`src/rtl/ts_os_gen.sv`:
```
`default_nettype none
// +--------------------------------------------------------------------------+
// | ts_os_gen: TS1/TS2 ordered-set burst generator feeding the PHY TX path.  |
// | Rev 1.0                                                                  |
// +--------------------------------------------------------------------------+
module ts_os_gen #(
  parameter int TS_LEN = 16,
  parameter int CNT_W  = 16
) (
  input  logic             clk,
  input  logic             reset_n,
  input  logic             req,
  input  logic             ts_type,
  input  logic [CNT_W-1:0] num_sets,
  input  logic [7:0]       nfts,
  input  logic [7:0]       dri,
  input  logic [7:0]       tc,
  input  logic             abort,
  output logic             busy,
  output logic             done,
  output logic [7:0]       txdata,
  output logic             txdatak,
  output logic             en_n,
  output logic [CNT_W-1:0] sets_sent
);

  localparam int IDX_W = $clog2(TS_LEN);
  localparam logic [IDX_W-1:0] c_last_idx = IDX_W'(TS_LEN - 1);
  localparam logic [CNT_W-1:0] c_one      = CNT_W'(1);
  localparam logic [7:0]       c_com      = 8'hBC;
  localparam logic [7:0]       c_pad      = 8'hF7;
  localparam logic [7:0]       c_ts1_id   = 8'h4A;
  localparam logic [7:0]       c_ts2_id   = 8'h45;

  typedef enum logic [1:0] {
    S_IDLE = 2'd0,
    S_SEND = 2'd1,
    S_TAIL = 2'd2
  } state_t;

  state_t           r_state;
  logic [IDX_W-1:0] r_idx;
  logic [CNT_W-1:0] r_set;
  logic [CNT_W-1:0] r_num;
  logic             r_type;
  logic [7:0]       r_nfts;
  logic [7:0]       r_dri;
  logic [7:0]       r_tc;
  logic             r_busy;
  logic             r_done;
  logic [7:0]       r_txdata;
  logic             r_txdatak;
  logic             r_en_n;
  logic [CNT_W-1:0] r_sets_sent;

  logic [IDX_W-1:0] w_next_idx;
  logic [7:0]       w_sym_data;
  logic             w_sym_k;
  logic             w_last_set;

  assign w_next_idx = r_idx + IDX_W'(1);
  assign w_last_set = (r_set == (r_num - c_one));

  // Symbol for the index about to be driven, so every output stays registered.
  always_comb begin
    w_sym_data = r_type ? c_ts2_id : c_ts1_id;
    w_sym_k    = 1'b0;
    if (w_next_idx == '0) begin
      w_sym_data = c_com;
      w_sym_k    = 1'b1;
    end else if (w_next_idx <= IDX_W'(2)) begin
      w_sym_data = c_pad;
      w_sym_k    = 1'b1;
    end else if (w_next_idx == IDX_W'(3)) begin
      w_sym_data = r_nfts;
    end else if (w_next_idx == IDX_W'(4)) begin
      w_sym_data = r_dri;
    end else if (w_next_idx == IDX_W'(5)) begin
      w_sym_data = r_tc;
    end
  end

  always_ff @(posedge clk or negedge reset_n) begin
    if (!reset_n) begin
      r_state     <= S_IDLE;
      r_idx       <= '0;
      r_set       <= '0;
      r_num       <= '0;
      r_type      <= 1'b0;
      r_nfts      <= '0;
      r_dri       <= '0;
      r_tc        <= '0;
      r_busy      <= 1'b0;
      r_done      <= 1'b0;
      r_txdata    <= '0;
      r_txdatak   <= 1'b0;
      r_en_n      <= 1'b1;
      r_sets_sent <= '0;
    end else begin
      r_done <= 1'b0;
      case (r_state)
        S_IDLE: begin
          if (req && !abort) begin
            r_sets_sent <= '0;
            if (num_sets == '0) begin
              r_done <= 1'b1;
            end else begin
              r_state   <= S_SEND;
              r_num     <= num_sets;
              r_type    <= ts_type;
              r_nfts    <= nfts;
              r_dri     <= dri;
              r_tc      <= tc;
              r_idx     <= '0;
              r_set     <= '0;
              r_busy    <= 1'b1;
              r_en_n    <= 1'b0;
              r_txdata  <= c_com;
              r_txdatak <= 1'b1;
            end
          end
        end
        S_SEND: begin
          if (abort) begin
            r_state   <= S_IDLE;
            r_busy    <= 1'b0;
            r_en_n    <= 1'b1;
            r_txdata  <= '0;
            r_txdatak <= 1'b0;
          end else if (r_idx == c_last_idx) begin
            // Both the next set and the closing tail start with COM.
            if (w_last_set) r_state <= S_TAIL;
            else            r_set   <= r_set + c_one;
            r_idx     <= '0;
            r_txdata  <= c_com;
            r_txdatak <= 1'b1;
          end else begin
            r_idx     <= w_next_idx;
            r_txdata  <= w_sym_data;
            r_txdatak <= w_sym_k;
            if (w_next_idx == c_last_idx) r_sets_sent <= r_sets_sent + c_one;
          end
        end
        S_TAIL: begin
          r_state   <= S_IDLE;
          r_busy    <= 1'b0;
          r_en_n    <= 1'b1;
          r_txdata  <= '0;
          r_txdatak <= 1'b0;
          r_done    <= !abort;
        end
        default: begin
          r_state   <= S_IDLE;
          r_busy    <= 1'b0;
          r_en_n    <= 1'b1;
          r_txdata  <= '0;
          r_txdatak <= 1'b0;
        end
      endcase
    end
  end

  assign busy      = r_busy;
  assign done      = r_done;
  assign txdata    = r_txdata;
  assign txdatak   = r_txdatak;
  assign en_n      = r_en_n;
  assign sets_sent = r_sets_sent;

endmodule
`default_nettype wire

```
`config.mk`:
```
export PLATFORM = sky130hd
export DESIGN_NAME = ts_os_gen
export DESIGN_NICKNAME = d
export VERILOG_FILES = /design/src/rtl/ts_os_gen.sv
export SDC_FILE = /design/constraint.sdc
export NUM_CORES = 1
export LEC_CHECK = 0
export BUFFER_PORTS_ARGS = -buffer_cell sky130_fd_sc_hd__buf_2
export CAP_MARGIN = 10
export CELL_PAD_IN_SITES_DETAIL_PLACEMENT = 0
export CELL_PAD_IN_SITES_GLOBAL_PLACEMENT = 2
export CORE_ASPECT_RATIO = 1.75
export CORE_MARGIN = 5
export CORE_UTILIZATION = 31
export DETAILED_ROUTE_END_ITERATION = 16
export PLACE_DENSITY_LB_ADDON = 0.1
export SETUP_SLACK_MARGIN = 0.3
export SYNTH_ARGS = -nofsm -noshare
export SYNTH_HDL_FRONTEND = slang
export SYNTH_SLANG_ARGS = --single-unit
```
`constraint.sdc`:
```
create_clock -name clk -period 3 [get_ports clk]
set_input_delay 0.6 -clock clk [delete_from_list [all_inputs] [get_ports clk]]
set_output_delay 0.6 -clock clk [all_outputs]
set_load 0.01 [all_outputs]
```
==> flow_summary_export.csv <==
group,metric,value,unit
floorplan,rows,61,
setup_path,critPathBufInv,0,
setup_path,worst_setup_path_end_kind,"flop",
pwr,p_comb_share,28.7,%
route,ant_nets,0,
yosys,synth.top_cell.area_share,45.2,%
finish,register_area,0.00228,mm^2
yosys,synth_area_leaders,"dfrtp_1, nand2_1, xnor2_1",
pwr,power_switching,1.32,mW
timing,fmax,0.379,GHz
yosys,synth_fp_nets,622,
pwr,pwr-share-seq,40.6,%
finish,fillers,1652,
route,drc_errors,0,
setup_path,worstPathMaxFanout,5,
yosys,synthArstFlopShare,100,%
finish,multi_input_area,0.00265,mm^2
finish,nets,719,
clocking,numClockSinks,91,
timing,period_minus_slack,2.64,ns
global_route,grt_max_degree,50,
floorplan,coreArea,0.0159,mm^2
floorplan,io_pins,73,
placement,dp_cells,833,
yosys,synth-main-ff-cell,"dfrtp_1",
setup_path,critPathKind,"flop to flop",
global_route,antenna_found_initial,0,
yosys,syn_avg_cell_area,8.75,um^2
route,vias,4390,
route,routedWlPerCell,17.4,um
yosys,synth_area,0.00498,mm^2
pwr,power.density,624,mW/mm^2
placement,io_buffers,72,
timing,finalHoldViolCount,0,
global_route,grt_overflow,0,
global_route,grt_first_pass_wirelength,24.5,mm
min_path,hold_class,"input pin to async pin",
pwr,finalPower,3.90,mW
yosys,synthCells,569,
setup_path,cp_cell_sequence,"nor3_4, nand4_2, or4_4, a2111oi_4, nand4_4, or2_1, and3_4, mux2i_1",
setup_path,crit_path_max_incr_delay,0.54,ns
pwr,ir_drop,0.335,mV
floorplan,die_height,178,um
route,wirelength,15.0,mm
floorplan,die_w,106,um
clocking,htreeDepth,3,
placement,hpwl,11.4,mm
timing,fin_crit_sh,88.0,%
setup_path,critPathSlowestCell,"or4_4",
run_status,status,"finished, final reports clean",
global_route,grt_util_all_layers,16.5,%
floorplan,dieArea,0.0188,mm^2
clocking,insertion_delay,0.35,ns
route,avgViaCountPerCell,5.10,
clocking,cts-hold-fix-buffers,0,
clocking,clock_path_buffers,2,
clocking,cts_tree,"done",
timing,drv_slew,0,
route,drt_iter0_drc,125,
pwr,switching_share,33.8,%
global_route,grt_pass1_vias,4744,
setup_path,arrival,2.86,ns
yosys,ys_seq_elements,91,
finish,areaGrowthSynthToFinish,25.4,%
timing,rsz0062_at_grt,"yes",
clocking,cts.clk_slew.worst_paths,0.07,ns
finish,antennaDiodeCount,0,
yosys,synthDistinctLibCells,63,
floorplan,initial_utilization,31.4,%
pwr,p_leak,2.90,nW
timing,worstMarginPinSlew,0.632,ns
setup_path,cp.required,3.22,ns
run,max_cap_viol_count,0,
placement,place_congestion,0.848,
timing,clock_skew,0.00965,ns
timing,slew_headroom,57.9,%
pwr,clkPwrFrac,30.7,%
yosys,synth_top_area_cell,"dfrtp_1",
finish,final_cells,860,
setup_path,start_kind,"flop",
clocking,cts_buffers,9,
setup_path,critPathTopFamily,"simple AND/OR/NAND/NOR gates",
yosys,yosysWarnings,0,
pwr,p_int,2.58,mW
timing,finalSetupViolCount,0,
yosys,ys_seq_area_share,45.8,%
yosys,synth_edf_count,0,
finish,drive_gt1_share,25.0,%
route,drt_first_pass_iters,4,
timing,setup-tns-final,0,ns
clocking,cts_root_buffer,"clkbuf_16",
==> power by group through the flow <==
| stage | clock (mW) | combinational, mW | sequential [mW] |
|---|---|---|---|
| final | 1.19 | 1.12 | 1.58 |
| after global routing | 1.28 | 1.26 | 1.61 |
| after CTS | 1.23 | 1.07 | 1.59 |
| after detailed placement | 0 | 1.02 | 1.61 |
| after global placement | 0 | 1.02 | 1.61 |
| after floorplan | 0 | 0.610 | 1.59 |
==> state kept, by name (all words and copies together), names as in the netlist <==
signal     count
busy           1
done           1
en_n           1
r_dri          8
r_idx          4
r_nfts         8
r_num         16
r_set         16
r_state        2
r_tc           8
r_type         1
sets_sent     16
txdata         8
txdatak        1
==> worst paths after layout <==
path	start	end	slack, ns	cells past startpoint
hold / removal	reset_n	r_num[7]	0.26	1
setup / recovery	r_num[3]	r_set[2]	0.36	8
max in group asynchronous	reset_n	en_n	1.99	2
min in group clk	dri[4]	r_dri[4]	0.44	3
hold reg to reg	r_nfts[0]	r_nfts[0]	0.48	2
setup reg to reg	r_num[3]	r_set[2]	0.36	8
==> area by class of cell <==
class                      instances  share of cell area (%)
clock buffer                      10                    3.83
multi-input combinational        436                    42.5
tap                              189                    3.79
timing repair buffer             112                    11.2
clock inverter                     6                    1.14
inverter                          16                   0.962
sequential                        91                    36.6
==> synthesized netlist by cell type (10+ instances only) <==
library cell,instances
a21oi_1,18
clkbuf_1,20
dfrtp_1,90
inv_1,16
nand2_1,152
nand3_1,17
nor2_1,36
nor3_1,14
o21ai_0,24
o31ai_1,10
xnor2_1,17
xor2_1,15
==> layer usage <==
layer	track usage [%]	share of wire [%]	wire, um	vias to the layer above
li1	-	-	-	2163
met1	16.8	38	5640	2148
met2	33.9	58	8760	65
met3	2.62	2.8	418	14
met4	4.38	1.3	191	0
met5	0	0	0	-
==> repair_timing <==
action,in CTS,in global routing
setup buffers,5,6
setup endpoints to repair,15,18
endpoints found under the hold margin,0,0
gates resized for setup,11,15
pin swaps,2,7
==> layout by cell type (no fill, tap or decap), types with 4 or more instances in the layout <==
cell	count
dfrtp_1	86
nor2_1	35
nand3b_1	4
nor3_1	9
clkbuf_16	9
inv_1	14
or2_2	4
dfrtp_2	4
xor2_1	15
nand3_1	17
and2_1	4
o21ai_0	24
buf_4	38
buf_2	71
o211ai_1	9
a211oi_1	5
nand4_1	9
nor2b_1	6
o31ai_1	8
and3_1	7
a22o_1	8
a21oi_1	17
o22ai_1	5
mux2i_1	6
nand2b_1	5
nand2_1	152
xnor2_1	17
ha_1	7
nor4_1	6
==> cells by family (layout without fill, tap and decap cells) <==
group                    after synthesis  count (layout)  share of synthesized area, %
AO/OA/AOI/OAI                        100             100                          13.7
XOR/XNOR                              33              33                          6.08
adder cells (fa/ha/maj)                8               8                          2.01
buffers and inverters                 42             144                          3.90
flip-flops                            91              91                          45.8
multiplexers                           7               7                          1.43
AND/OR/NAND/NOR                      288             288                          27.1
==> metrics by stage <==
step | hold slack [ns] | area (um^2) | setup slack [ns] | util [%]
2_1_floorplan | 0.304 | 5000 | 0.323 | -
3_3_place_gp | 0.464 | 5730 | 0.160 | 36.1
3_5_place_dp | 0.464 | 5730 | 0.171 | 36.1
4_1_cts | 0.277 | 6120 | 0.284 | 38.5
5_1_grt | 0.306 | 6240 | 0.252 | 39.3
6_report | 0.264 | 6240 | 0.361 | 39.3
Note: power is estimated with default switching activity, not from simulation.
